<file path="src/rtl/shift_counter_pkg.sv">
// rtl/shift_counter_pkg.sv - shared types and helpers for the shift_counter block
package shift_counter_pkg;

  typedef enum logic {MODE_JOHNSON = 1'b0, MODE_RING = 1'b1} sc_mode_e;

  localparam int SC_MAX_W = 32;

  function automatic int sc_popcount(input logic [SC_MAX_W-1:0] v);
    int n;
    n = 0;
    for (int i = 0; i < SC_MAX_W; i++) begin
      if (v[i]) n++;
    end
    return n;
  endfunction

  // Johnson-legal means the ones form one run touching the MSB or the LSB.
  function automatic logic sc_is_legal(input logic [SC_MAX_W-1:0] v, input int w,
                                       input sc_mode_e mode);
    logic [SC_MAX_W-1:0] mask;
    logic [SC_MAX_W-1:0] vm;
    logic [SC_MAX_W-1:0] nv;
    mask = {SC_MAX_W{1'b1}} >> (SC_MAX_W - w);
    vm   = v & mask;
    nv   = ~v & mask;
    if (mode == MODE_RING) return (sc_popcount(vm) == 1);
    return ((vm & (vm + SC_MAX_W'(1))) == '0) || ((nv & (nv + SC_MAX_W'(1))) == '0);
  endfunction

endpackage

</file>
<file path="src/rtl/shift_counter_decode.sv">
// rtl/shift_counter_decode.sv - combinational phase index and legality decode of q
module shift_counter_decode
  import shift_counter_pkg::*;
#(
  parameter int W = 3
) (
  input  logic [W-1:0]           q_i,
  input  logic                   mode_i,
  output logic [$clog2(2*W)-1:0] phase_o,
  output logic                   legal_o
);

  logic [SC_MAX_W-1:0] qx;
  int                  cnt;
  int                  ph;

  assign qx = SC_MAX_W'(q_i);

  always_comb begin
    cnt     = sc_popcount(qx);
    legal_o = sc_is_legal(qx, W, sc_mode_e'(mode_i));
    ph      = 0;
    if (mode_i) begin
      for (int i = 0; i < W; i++) begin
        if (q_i[i]) ph = W - 1 - i;
      end
    end else if (q_i[W-1] || (q_i == '0)) begin
      ph = cnt;
    end else begin
      ph = 2 * W - cnt;
    end
    if (!legal_o) ph = 0;
    phase_o = ($clog2(2*W))'(ph);
  end

endmodule

</file>
<file path="src/rtl/shift_counter.sv">
// rtl/shift_counter.sv - W-bit Johnson/ring shift counter with load, phase and wrap
// Optional illegal-state self-correction: SHIFT_COUNTER_SELFCORRECT_EN
module shift_counter
  import shift_counter_pkg::*;
#(
  parameter int W = 3
) (
  input  logic                   clk_i,
  input  logic                   reset_i,
  input  logic                   en_i,
  input  logic                   up_i,
  input  logic                   mode_i,
  input  logic                   load_i,
  input  logic [W-1:0]           load_val_i,
  output logic [W-1:0]           q_o,
  output logic [$clog2(2*W)-1:0] phase_o,
  output logic                   wrap_o,
  output logic                   illegal_o
);

  localparam logic [W-1:0] RING_BASE = {1'b1, {(W-1){1'b0}}};

  logic [W-1:0] q_q, q_d;
  logic [W-1:0] step_q;
  logic         mode_q;
  logic         wrap_q, wrap_d;
  logic         legal;

  function automatic logic [W-1:0] base_of(input logic m);
    return m ? RING_BASE : '0;
  endfunction

  shift_counter_decode #(.W(W)) u_decode (
    .q_i     (q_q),
    .mode_i  (mode_q),
    .phase_o (phase_o),
    .legal_o (legal)
  );

  always_comb begin
    if (mode_q) step_q = up_i ? {q_q[0], q_q[W-1:1]} : {q_q[W-2:0], q_q[W-1]};
    else        step_q = up_i ? {~q_q[0], q_q[W-1:1]} : {q_q[W-2:0], ~q_q[W-1]};
  end

  // Only a genuine return to the base state counts as a wrap.
  always_comb begin
    q_d    = q_q;
    wrap_d = 1'b0;
    if (mode_i != mode_q) begin
      q_d = base_of(mode_i);
    end else if (load_i) begin
`ifdef SHIFT_COUNTER_SELFCORRECT_EN
      q_d = sc_is_legal(SC_MAX_W'(load_val_i), W, sc_mode_e'(mode_q)) ? load_val_i
                                                                      : base_of(mode_q);
`else
      q_d = load_val_i;
`endif
    end
`ifdef SHIFT_COUNTER_SELFCORRECT_EN
    else if (!legal) begin
      q_d = base_of(mode_q);
    end
`endif
    else if (en_i) begin
      q_d    = step_q;
      wrap_d = legal && (step_q == base_of(mode_q));
    end
  end

  always_ff @(posedge clk_i) begin
    if (reset_i) begin
      q_q    <= base_of(mode_i);
      mode_q <= mode_i;
      wrap_q <= 1'b0;
    end else begin
      q_q    <= q_d;
      mode_q <= mode_i;
      wrap_q <= wrap_d;
    end
  end

  assign q_o    = q_q;
  assign wrap_o = wrap_q;
`ifdef SHIFT_COUNTER_SELFCORRECT_EN
  assign illegal_o = ~legal;
`else
  assign illegal_o = 1'b0;
`endif

endmodule

</file>
<file path="config.mk">
export PLATFORM = sky130hd
export DESIGN_NAME = shift_counter
export DESIGN_NICKNAME = d
export VERILOG_FILES = /design/src/rtl/shift_counter_pkg.sv /design/src/rtl/shift_counter_decode.sv /design/src/rtl/shift_counter.sv
export SDC_FILE = /design/constraint.sdc
export NUM_CORES = 1
export LEC_CHECK = 0
export ABC_AREA = 1
export BUFFER_PORTS_ARGS = -buffer_cell sky130_fd_sc_hd__buf_2
export CAP_MARGIN = 40
export CELL_PAD_IN_SITES_DETAIL_PLACEMENT = 1
export CELL_PAD_IN_SITES_GLOBAL_PLACEMENT = 1
export CORE_MARGIN = 8
export CORE_UTILIZATION = 32
export DETAILED_ROUTE_END_ITERATION = 8
export HOLD_SLACK_MARGIN = 0.06
export PLACE_DENSITY = 0.75
export SYNTH_ARGS = -nofsm -noshare
export SYNTH_HDL_FRONTEND = slang
export SYNTH_HIERARCHICAL = 1
export SYNTH_SLANG_ARGS = --single-unit
</file>
<file path="constraint.sdc">
create_clock -name clk_i -period 2.7 [get_ports clk_i]
set_input_delay 0.405 -clock clk_i [delete_from_list [all_inputs] [get_ports clk_i]]
set_output_delay 0.405 -clock clk_i [all_outputs]
set_load 0.03 [all_outputs]
</file>
== After elaboration in Yosys (flattened, before gate mapping) ==
Cells that the tools add are included.

* Register bits after elaboration: 5
* Word-level logic and storage cells: 53

* Reductions and logical operators: 8
* Equality and inequality tests: 3
* Bitwise gates (word level): 6
* Add/subtract/negate cells: 7
* Multiplexer cells: 26

{| class="wikitable"
|+ Operators by type and width
! operator !! number
|-
| 32-bit two-way mux || 5
|-
| 32-bit by 2-bit adder with 32-bit output, second input constant || 2
|-
| 3-bit by 32-bit bitwise AND with 32-bit output || 2
|-
| 32-bit logical NOT || 2
|-
| 3-bit two-way mux || 13
|-
| 32-bit by 2-bit == test with 1-bit output, second input constant || 1
|-
| 3-bit by 1-bit adder with 4-bit output, second input constant || 2
|-
| 2-bit two-way mux || 4
|-
| 1-bit two-way mux || 4
|-
| 4-bit nonzero test || 1
|-
| 4-bit OR reduction || 1
|-
| 2-bit by 1-bit adder with 3-bit output, second input constant || 1
|-
| 3-bit == test || 1
|-
| 3-bit logical NOT || 1
|-
| 1-bit inverter || 3
|-
| 3-bit inverter || 1
|-
| 2-bit by 3-bit subtractor with 3-bit output, first input constant || 1
|-
| 1-bit by 1-bit adder with 2-bit output, second input constant || 1
|-
| 1-bit logical OR || 2
|-
| 1-bit logical AND || 1
|-
| 1-bit inequality test || 1
|}

== Longest topological paths before layout ==
Gate-level depths: netlist of run 1.

* Word-level depth: 12
* Mapped depth: 13
* Mapped depth without buffers: 13

== Cells and area by module ==
Netlist of run 1, hierarchy kept.

{| class="wikitable"
|+ Modules (own cells, without submodules)
! module !! instances !! area an instance (µm²) !! sequential area each (µm²) !! cells an instance
|-
| shift_counter || 1 || 357.8 || 130.1 || 57
|-
| shift_counter_decode || 1 || 225.2 || 0.0 || 42
|}

== Least setup slack after synthesis of run 1 ==
OpenSTA, ideal clock, no wires.

* Path type: register to output
* Start: register q_q[0], in the netlist q_o[0]
* End: output phase_o[2]
* Stages on the path, launching flop included: 11
* Slack: 0.159 ns
* Required time: 2.295 ns
* Arrival: 2.136 ns
* Path through: edfxtp_1 inv_1 ha_1 xnor2_1 inv_1 ha_1 inv_1 nand2_1 nand2_1 nand2_1 nor2_1

* Word-level cells in the longest chain between the ends: 12
* Elaborated cells between the ends (all ways): 29
* Those cells by class: 7 x add/sub; 1 x eq/ne; 13 x mux; 3 x bitwise; 5 x reduce/logical

{| class="wikitable"
|+ RTL lines
! element !! line !! source
|-
| start: declaration || shift_counter.sv:23 || <nowiki>logic [W-1:0] q_q, q_d;</nowiki>
|-
| start signal: assignment || shift_counter.sv:72 || <nowiki>q_q <= base_of(mode_i);</nowiki>
|-
| start signal: assignment || shift_counter.sv:76 || <nowiki>q_q <= q_d;</nowiki>
|-
| 1-bit two-way mux || shift_counter_pkg.sv:12 || <nowiki>if (v[i]) n++;</nowiki>
|-
| 32-bit two-way mux || shift_counter_pkg.sv:26 || <nowiki>if (mode == MODE_RING) return (sc_popcount(vm) == 1);</nowiki>
|-
| 32-bit by 2-bit adder with 32-bit output || shift_counter_pkg.sv:12 ||
|-
| 32-bit two-way mux || shift_counter_pkg.sv:12 ||
|-
| 32-bit two-way mux || shift_counter_pkg.sv:26 ||
|-
| 32-bit by 2-bit adder with 32-bit output || shift_counter_pkg.sv:12 ||
|-
| 32-bit two-way mux || shift_counter_pkg.sv:12 ||
|-
| 32-bit two-way mux || shift_counter_pkg.sv:26 ||
|-
| 32-bit by 2-bit == test with 1-bit output || shift_counter_pkg.sv:26 ||
|-
| 1-bit two-way mux || shift_counter_pkg.sv:26 ||
|-
| 1-bit two-way mux || shift_counter_pkg.sv:27 || <nowiki>return ((vm & (vm + SC_MAX_W'(1))) == '0) || ((nv & (nv + SC_MAX_W'(1))) == '0);</nowiki>
|-
| 3-bit two-way mux * || shift_counter_decode.sv:32 || <nowiki>if (!legal_o) ph = 0;</nowiki>
|-
| end: declaration || shift_counter.sv:16 || <nowiki>output logic [$clog2(2*W)-1:0] phase_o,</nowiki>
|}

Mark *: on every way between the ends. The rest lies on a longest branch, timed or not. The select of a mux whose other input is x is not followed.

== Final worst setup path of run 1 ==
* Start: register q_q[1], in the netlist q_o[1]
* End: output phase_o[1]

* Word-level cells in the longest chain between the ends: 9
* Elaborated cells between the ends (all ways): 27
* Those cells by class: 5 x add/sub; 1 x eq/ne; 13 x mux; 3 x bitwise; 5 x reduce/logical

{| class="wikitable"
|+ RTL lines
! element !! line
|-
| 32-bit two-way mux || shift_counter_pkg.sv:12
|-
| 32-bit two-way mux || shift_counter_pkg.sv:26
|-
| 32-bit by 2-bit adder with 32-bit output || shift_counter_pkg.sv:12
|-
| 32-bit two-way mux || shift_counter_pkg.sv:12
|-
| 32-bit two-way mux || shift_counter_pkg.sv:26
|-
| 32-bit by 2-bit == test with 1-bit output || shift_counter_pkg.sv:26
|-
| 1-bit two-way mux || shift_counter_pkg.sv:26
|-
| 1-bit two-way mux || shift_counter_pkg.sv:27
|-
| 3-bit two-way mux * || shift_counter_decode.sv:32
|}

Marks and branches as above.

==> results.toml, run 1 <==
[critical_path]
cp_cell_sequence = "inv_1 -> ha_1 -> xnor2_2 -> inv_1 -> ha_1 -> nand2_1 -> nand2_1 -> nand2_1 -> nand2_1 -> nor2_2 -> buf_2"
cp-start-kind = "flip-flop"
cp_slowest_cell = "edfxtp_1"
required_ns = 2.30
cp_common_cell = "nand2_1"
worstSetupEndpointType = "output pin"
critPathKind = "reg2out"
reg2reg_slack_ns = 0.75
cp_max_fo = 3
cpPeakStageDelay_ns = 0.40
cp.arrival_ns = 2.14

[synthesis]
synthesis.nets = 113
synth-seq-cells = 5
synth-seq-area-share = 0.223
synth_cells = 99
avgSynthCellArea_um2 = 5.89
ys_types = 19
syn-cell-area_um2 = 583
yosys_warnings = 6

[finish]
nets = 134
antenna_cells = 0
layout_common_cells = "nand2_1 (40), inv_1 (16), buf_2 (15)"
area_growth_syn_to_layout_pct = 25.3
layout_commonest_cell = "nand2_1"
drive_gt1_frac = 0.252
stdcell_count = 144

[placement]
dp_slack_ns = 0.294
gp_congestion = 0.738
numPlacedInstances = 139
port_buffers = 15
dp_hpwl_mm = 1.42

[cts]
clk_latency_ns = 0.25
cts_buffers = 3
cts_sinks = 5
clk_pin_slew_ns = 0.05
root_buffer = "clkbuf_4"
clock_path_buffers = 2
h-tree-depth = 1
cts_tree = "built"

[floorplanning]
die_w_um = 58.7
dieArea_um2 = 3440
die_y_um = 58.7
start_util = 0.338
pin_count = 17
rows = 15
coreArea_um2 = 1730

[global_route]
grt_pass1_wl_mm = 2.72
overflow = 0
grt_use_total = 0.101
antenna_found_initial = 0
grt_max_degree = 11
first_global_vias = 666

[route]
route.detailed.drc = 0
first_iter_violations = 3
via_per_inst = 4.46
wl_mm = 1.68
firstDrtPassIters = 3
vias = 642
antenna_left = 0
wl_per_cell_um = 11.6

[power]
ir_drop_mv = 0.215
p_per_area_nw_per_um2 = 454
p_total_mw = 0.332
p_leak_nw = 0.433

[timing]
rsz0062_at_grt = "false"
drv_slew = 0
fmax_mhz = 393
setup-tns-final_ns = 0
fin_crit_sh = 0.943
worst_slack_ns = 0.153
holdWs_ns = 0.333
fin_crit_ns = 2.55
setup_viol = 0
fin_skew_ns = 0.00141
finalHoldViolCount = 0

[min_path]
hold_path.class = "in2reg"

[job]
maxCapViolCount = 0

[outcome]
status = "completed"
report_power, final:
part	switching [mW]	internal (mW)	leakage [nW]
clock	0.0360	0.0562	0.0150
sequential	0.00877	0.0870	0.0503
combinational	0.0933	0.0503	0.368
cells in the mapped netlist:
cell type / instances / area [um2]
nand2_1: 40 / 150
inv_1: 16 / 60.1
nor2_1: 8 / 30.0
ha_1: 5 / 62.6
a21oi_1: 4 / 20.0
nand3_1: 4 / 20.0
edfxtp_1: 3 / 90.1
nand2_2: 3 / 18.8
o21ai_0: 3 / 15.0
dfxtp_1: 2 / 40.0
inv_2: 2 / 7.51
nand3_2: 2 / 20.0
buf_4: 1 / 7.51
conb_1: 1 / 3.75
nand2_4: 1 / 11.3
nor2_2: 1 / 6.26
nor3_1: 1 / 5.00
or3_1: 1 / 6.26
xnor2_1: 1 / 8.76
repair_timing:
item / in CTS / in global routing
hold buffers: 0 / 0
endpoints found under the setup margin: 0 / 2
hold endpoints to repair: 0 / 0
gates resized for setup: 0 / 1
buffers inserted: 0 / 1
worst paths after layout:
path,start,to,depth (start not counted)
max reg2reg,q_o[1]$_SDFFCE_PP0P_,wrap_o$_SDFF_PP0_,13
max,q_o[1]$_SDFFCE_PP0P_,phase_o[1],11
min,mode_i,mode_q$_DFF_P_,1
min reg2reg,q_o[0]$_SDFFCE_PP0P_,wrap_o$_SDFF_PP0_,4
metrics by stage:
stage / instance area [um2] / util
2_1_floorplan: 583 / -
3_3_place_gp: 689 / 0.399
3_5_place_dp: 689 / 0.399
4_1_cts: 716 / 0.414
5_1_grt: 731 / 0.423
6_report: 731 / 0.423
state kept, by name, summed over array words and instances, names as in the netlist:
register	cells
wrap_o	1
mode_q	1
q_o	3
metal layers:
layer,vias to the layer above,part of all wire,global-route usage
met5,-,0,0
met4,0,0.016,0.0410
met3,3,0.031,0.0174
met2,13,0.54,0.198
met1,287,0.41,0.101
li1,339,-,-
worst max-delay path, delay by kind of cell (launching register included):
family / cells / cell delay (ns)
adders and majority gates: 2 / 0.58
xor gates and xnor gates: 1 / 0.20
DFF: 1 / 0.40
and+or+nand+nor: 5 / 0.30
buffers and inverters: 3 / 0.40
cell families after synthesis:
logic type	share of synthesized area
AO/OA/AOI/OAI	0.0601
XOR/XNOR	0.0150
adder cells (fa/ha/maj)	0.107
buffers and inverters	0.129
flip-flops	0.223
other	0.00643
AND/OR/NAND/NOR	0.459
layout make-up:
class | count | area (um2)
clock buffers | 4 | 26.3
fillers | 253 | 996
inverters | 18 | 67.6
multi-input cells | 75 | 385
flip-flops and latches | 5 | 130
well taps | 25 | 31.3
repair buffers | 17 | 90.1
No activity file was read; power rests on OpenSTA's default activity.
==> run 2: changes to the inputs <==
--- a/config.mk
+++ b/config.mk
@@ -11,10 +11,11 @@
 export CELL_PAD_IN_SITES_DETAIL_PLACEMENT = 1
 export CELL_PAD_IN_SITES_GLOBAL_PLACEMENT = 1
 export CORE_MARGIN = 8
-export CORE_UTILIZATION = 32
+export CORE_UTILIZATION = 34
+export CTS_BUF_LIST = sky130_fd_sc_hd__clkbuf_8
 export DETAILED_ROUTE_END_ITERATION = 8
 export HOLD_SLACK_MARGIN = 0.06
-export PLACE_DENSITY = 0.75
+export PLACE_DENSITY = 0.79
 export SYNTH_ARGS = -nofsm -noshare
 export SYNTH_HDL_FRONTEND = slang
 export SYNTH_HIERARCHICAL = 1
==> run 2 against run 1 <==
Effect of this change: worst setup slack improved by 0.077 ns; largest cell class unchanged; critical path depth stayed put; clock skew hardly changed; cell count fell by 5.6%; power grew 11%.
==> results.toml, run 2 (same netlist as run 1, synthesis figures left out) <==
[outcome]
status = "completed"

[cts]
clock_path_buffers = 2
cts_sinks = 5
cts_buffers = 3
cts_tree = "built"
clk_latency_ns = 0.22
h-tree-depth = 1
clk_pin_slew_ns = 0.04
root_buffer = "clkbuf_8"
postCtsHoldBufs = 0

[timing]
fin_crit_ns = 2.47
fin_skew_ns = 0.00149
finalHoldViolCount = 0
setup-tns-final_ns = 0
fin_crit_sh = 0.915
fmax_mhz = 405
drv_slew = 0
setup_viol = 0
rsz0062_at_grt = "false"
worst_slack_ns = 0.230

[critical_path]
reg2reg_slack_ns = 0.76
cp-start-kind = "flip-flop"
cp_max_fo = 3
cp.arrival_ns = 2.07
rr_endpoint = "wrap_o$_SDFF_PP0_"
reg2reg_from = "q_o[1]$_SDFFCE_PP0P_"
critPathKind = "reg2out"
required_ns = 2.30
ff2ff_path_depth = 13
worstSetupEndpointType = "output pin"

[power]
ir_drop_mv = 0.251
p_leak_nw = 0.440
p_per_area_nw_per_um2 = 502

[min_path]
min_from = "mode_i"
hold_path.class = "in2reg"
hold_end = "mode_q$_DFF_P_"
holdPathStages = 1

[placement]
dp_slack_ns = 0.373
dp_hpwl_mm = 1.29
gp_congestion = 0.752
port_buffers = 15

[finish]
layout_common_cells = "nand2_1 (40), inv_1 (17), buf_2 (15)"
antenna_cells = 0
area_growth_syn_to_layout_pct = 25.5
drive_gt1_frac = 0.244
fill_cells = 245
largest_register_ffs = 3
layout_commonest_cell = "nand2_1"
nets = 134

[job]
maxCapViolCount = 0

[route]
dr_wl_met3_um = 69
wl_met2_um = 773
route.detailed.drc = 0
wl_mm = 1.54
m1WireLength_um = 624
wl_per_cell_um = 11.3
via_per_inst = 4.82
firstDrtPassIters = 2
first_iter_violations = 1
routed.top_layer = "met4"
antenna_left = 0
vias = 656

[floorplanning]
dieArea_um2 = 3300
die_w_um = 57.4
coreArea_um2 = 1670
pin_count = 17
die_y_um = 57.4
rows = 15
start_util = 0.349

[global_route]
grt_use_total = 0.107
overflow = 0
grt_pass1_wl_mm = 2.79
grt_max_degree = 11
antenna_found_initial = 0
first_global_vias = 704
## run 2: cell count changes in the layout (fill, tap and decap cells not counted), sizes merged
| cell | before | now |
|---|---|---|
| clkbuf | 4 | 3 |
| inv | 18 | 19 |
## run 2: area by class of cell
cell class,instances,area [um2],share of cell area
sequential,5,130,0.178
timing repair buffer,17,90.1,0.123
inverter,18,67.6,0.0923
multi-input combinational,75,378,0.516
tap,17,21.3,0.0291
clock inverter,1,3.75,0.00513
clock buffer,3,41.3,0.0564
## run 2: per-layer routing
| layer | global-route usage | up-vias |
|---|---|---|
| li1 | - | 338 |
| met1 | 0.104 | 288 |
| met2 | 0.186 | 20 |
| met3 | 0.0336 | 10 |
| met4 | 0.0750 | 0 |
| met5 | 0 | - |
## run 2: worst max path at each step
stage,start,to,slack (ns)
2_1_floorplan,q_o[0]$_SDFFCE_PP0P_,phase_o[2],0.16
3_3_place_gp,q_o[1]$_SDFFCE_PP0P_,phase_o[1],0.44
3_5_place_dp,q_o[1]$_SDFFCE_PP0P_,phase_o[1],0.37
4_1_cts,q_o[1]$_SDFFCE_PP0P_,phase_o[1],0.13
5_1_grt,q_o[1]$_SDFFCE_PP0P_,phase_o[1],0.06
6_report,q_o[1]$_SDFFCE_PP0P_,phase_o[1],0.23
## run 2: worst max-delay path, cell delays in order, from the launching register on
cell      delay [ns]
edfxtp_1        0.40
inv_1           0.11
ha_1            0.26
xnor2_1         0.21
inv_1           0.09
ha_1            0.29
nand2_1         0.07
nand2_1         0.05
nand2_1         0.05
nand2_1         0.06
nor2_2          0.06
buf_2           0.20
## run 2: per-stage QoR
stage / area (um2) / power (mW) / instances / util / hold WS (ns)
floorplan: 583 / 0.196 / 99 / - / 0.433
global placement: 679 / 0.230 / 131 / 0.407 / 0.580
detailed placement: 679 / 0.235 / 131 / 0.407 / 0.588
CTS: 724 / 0.371 / 135 / 0.434 / 0.359
global route: 732 / 0.398 / 136 / 0.438 / 0.360
finish: 732 / 0.368 / 136 / 0.438 / 0.359
## run 2: what timing repair did
| item | CTS | global route |
|---|---|---|
| setup endpoints to repair | 0 | 1 |
| setup buffers | 0 | 1 |
| resized for setup | 0 | 0 |
## run 2: power breakdown
| part | internal, mW | switching, mW | total, mW | leakage, nW |
|---|---|---|---|---|
| Sequential | 0.0874 | 0.00817 | 0.0956 | 0.0503 |
| Clock | 0.0974 | 0.0361 | 0.133 | 0.0269 |
| Combinational | 0.0476 | 0.0911 | 0.139 | 0.362 |
| Total | 0.232 | 0.135 | 0.368 | 0.440 |
==> run 3: changes to the inputs <==
--- a/config.mk
+++ b/config.mk
@@ -16,6 +16,7 @@
 export DETAILED_ROUTE_END_ITERATION = 8
 export HOLD_SLACK_MARGIN = 0.06
 export PLACE_DENSITY = 0.79
+export RECOVER_POWER = 50
 export SYNTH_ARGS = -nofsm -noshare
 export SYNTH_HDL_FRONTEND = slang
 export SYNTH_HIERARCHICAL = 1
==> run 3 against run 2 <==
Effect of this change: core utilization fell by 0.30 points; cell area down 0.68%; register-to-register slack about the same; wire length increased by 0.45%; critical path type unchanged; cell count is the same; critical path depth unchanged; sequential cell count did not move.
==> results.toml, run 3 (same netlist as run 1, synthesis figures left out) <==
[critical_path]
reg2reg_from = "q_o[1]$_SDFFCE_PP0P_"
ff2ff_path_depth = 13
cp.arrival_ns = 2.07
reg2reg_slack_ns = 0.76
worstSetupEndpointType = "output pin"
critPathKind = "reg2out"
cp_max_fo = 3
required_ns = 2.30
rr_endpoint = "wrap_o$_SDFF_PP0_"
cp-start-kind = "flip-flop"

[timing]
fmax_mhz = 405
holdWs_ns = 0.403
drv_slew = 0
fin_crit_ns = 2.47
finalHoldViolCount = 0
fin_skew_ns = 0.00161
setup_viol = 0
rsz0062_at_grt = "false"
setup-tns-final_ns = 0
worst_slack_ns = 0.230
fin_crit_sh = 0.915

[global_route]
met2_usage = 0.186
grt_max_degree = 11
grt_pass1_wl_mm = 2.79
antenna_found_initial = 0
met3_usage = 0.0336
grtUsageMet1 = 0.104
first_global_vias = 704
grt_use_total = 0.107
top_usage_layer = "met2"
overflow = 0

[finish]
nets = 134
drive_gt1_frac = 0.202
layout_common_cells = "nand2_1 (40), inv_1 (18), buf_2 (11)"
antenna_cells = 0
stdcell_count = 136
area_growth_syn_to_layout_pct = 24.7
largest_register_ffs = 3
final_cell_area_um2 = 727
layout_commonest_cell = "nand2_1"
utilization = 0.435

[route]
vias = 657
firstDrtPassIters = 2
antenna_left = 0
wl_mm = 1.55
first_iter_violations = 1
route.detailed.drc = 0
wl_per_cell_um = 11.4
via_per_inst = 4.83

[power]
ir_drop_mv = 0.251
p_total_mw = 0.367
p_per_area_nw_per_um2 = 505
p_leak_nw = 0.426

[cts]
clk_pin_slew_ns = 0.04
cts_tree = "built"
cts_buffers = 3
clk_latency_ns = 0.22
clock_path_buffers = 2
h-tree-depth = 1
postCtsHoldBufs = 0
cts_sinks = 5
root_buffer = "clkbuf_8"

[floorplanning]
die_y_um = 57.4
dieArea_um2 = 3300
rows = 15
coreArea_um2 = 1670
pin_count = 17
start_util = 0.349
die_w_um = 57.4

[min_path]
hold_end = "mode_q$_DFF_P_"
hold_path.class = "in2reg"
min_from = "mode_i"
holdPathStages = 1

[placement]
placed_cell_area_um2 = 679
dp_hpwl_mm = 1.29
numPlacedInstances = 131
gp_congestion = 0.752
port_buffers = 15
dp_slack_ns = 0.373

[job]
maxCapViolCount = 0

[outcome]
status = "completed"
-- run 3: changes by cell type in the layout (fill, tap and decap cells not counted) --
cell      before  now
inv_1         17   18
buf_2         15   11
inv_2          2    1
clkbuf_1       0    4
-- run 3: cell type report --
type	count	area (um2)
fillers	244	943
multi-input cells	75	378
flip-flops and latches	5	130
repair buffers	17	85.1
inverters	18	67.6
clock buffers	3	41.3
well taps	17	21.3
clock inverters	1	3.75
-- run 3: what timing repair did --
item,CTS,global route
hold endpoints to repair,0,0
endpoints found under the setup margin,0,1
gates resized for setup,0,0
setup buffers,0,1
-- run 3: how the worst max path moves through the flow --
stage                         startpoint    endpoint  slack (ns)  depth (start not counted)
floorplan           q_o[0]$_SDFFCE_PP0P_  phase_o[2]        0.16                         10
global placement    q_o[1]$_SDFFCE_PP0P_  phase_o[1]        0.44                         11
detailed placement  q_o[1]$_SDFFCE_PP0P_  phase_o[1]        0.37                         11
CTS                 q_o[1]$_SDFFCE_PP0P_  phase_o[1]        0.13                         11
global route        q_o[1]$_SDFFCE_PP0P_  phase_o[1]        0.06                         11
finish              q_o[1]$_SDFFCE_PP0P_  phase_o[1]        0.23                         11
-- run 3: layer usage --
metal / wire length [um] / share of wire
met1: 629 / 0.41
met2: 776 / 0.50
met3: 69 / 0.045
met4: 73 / 0.047
met5: 0 / 0
-- run 3: worst max-delay path, stage by stage (launching register included) --
cell and delay (ns):
edfxtp_1 0.40, inv_1 0.11, ha_1 0.26, xnor2_1 0.21, inv_1 0.09, ha_1 0.29
nand2_1 0.07, nand2_1 0.05, nand2_1 0.05, nand2_1 0.06, nor2_2 0.06, buf_2 0.20
-- run 3: power breakdown --
part	switching (mW)	internal [mW]	leakage, nW
registers	0.00803	0.0874	0.0503
logic	0.0913	0.0466	0.349
clock network	0.0362	0.0974	0.0269
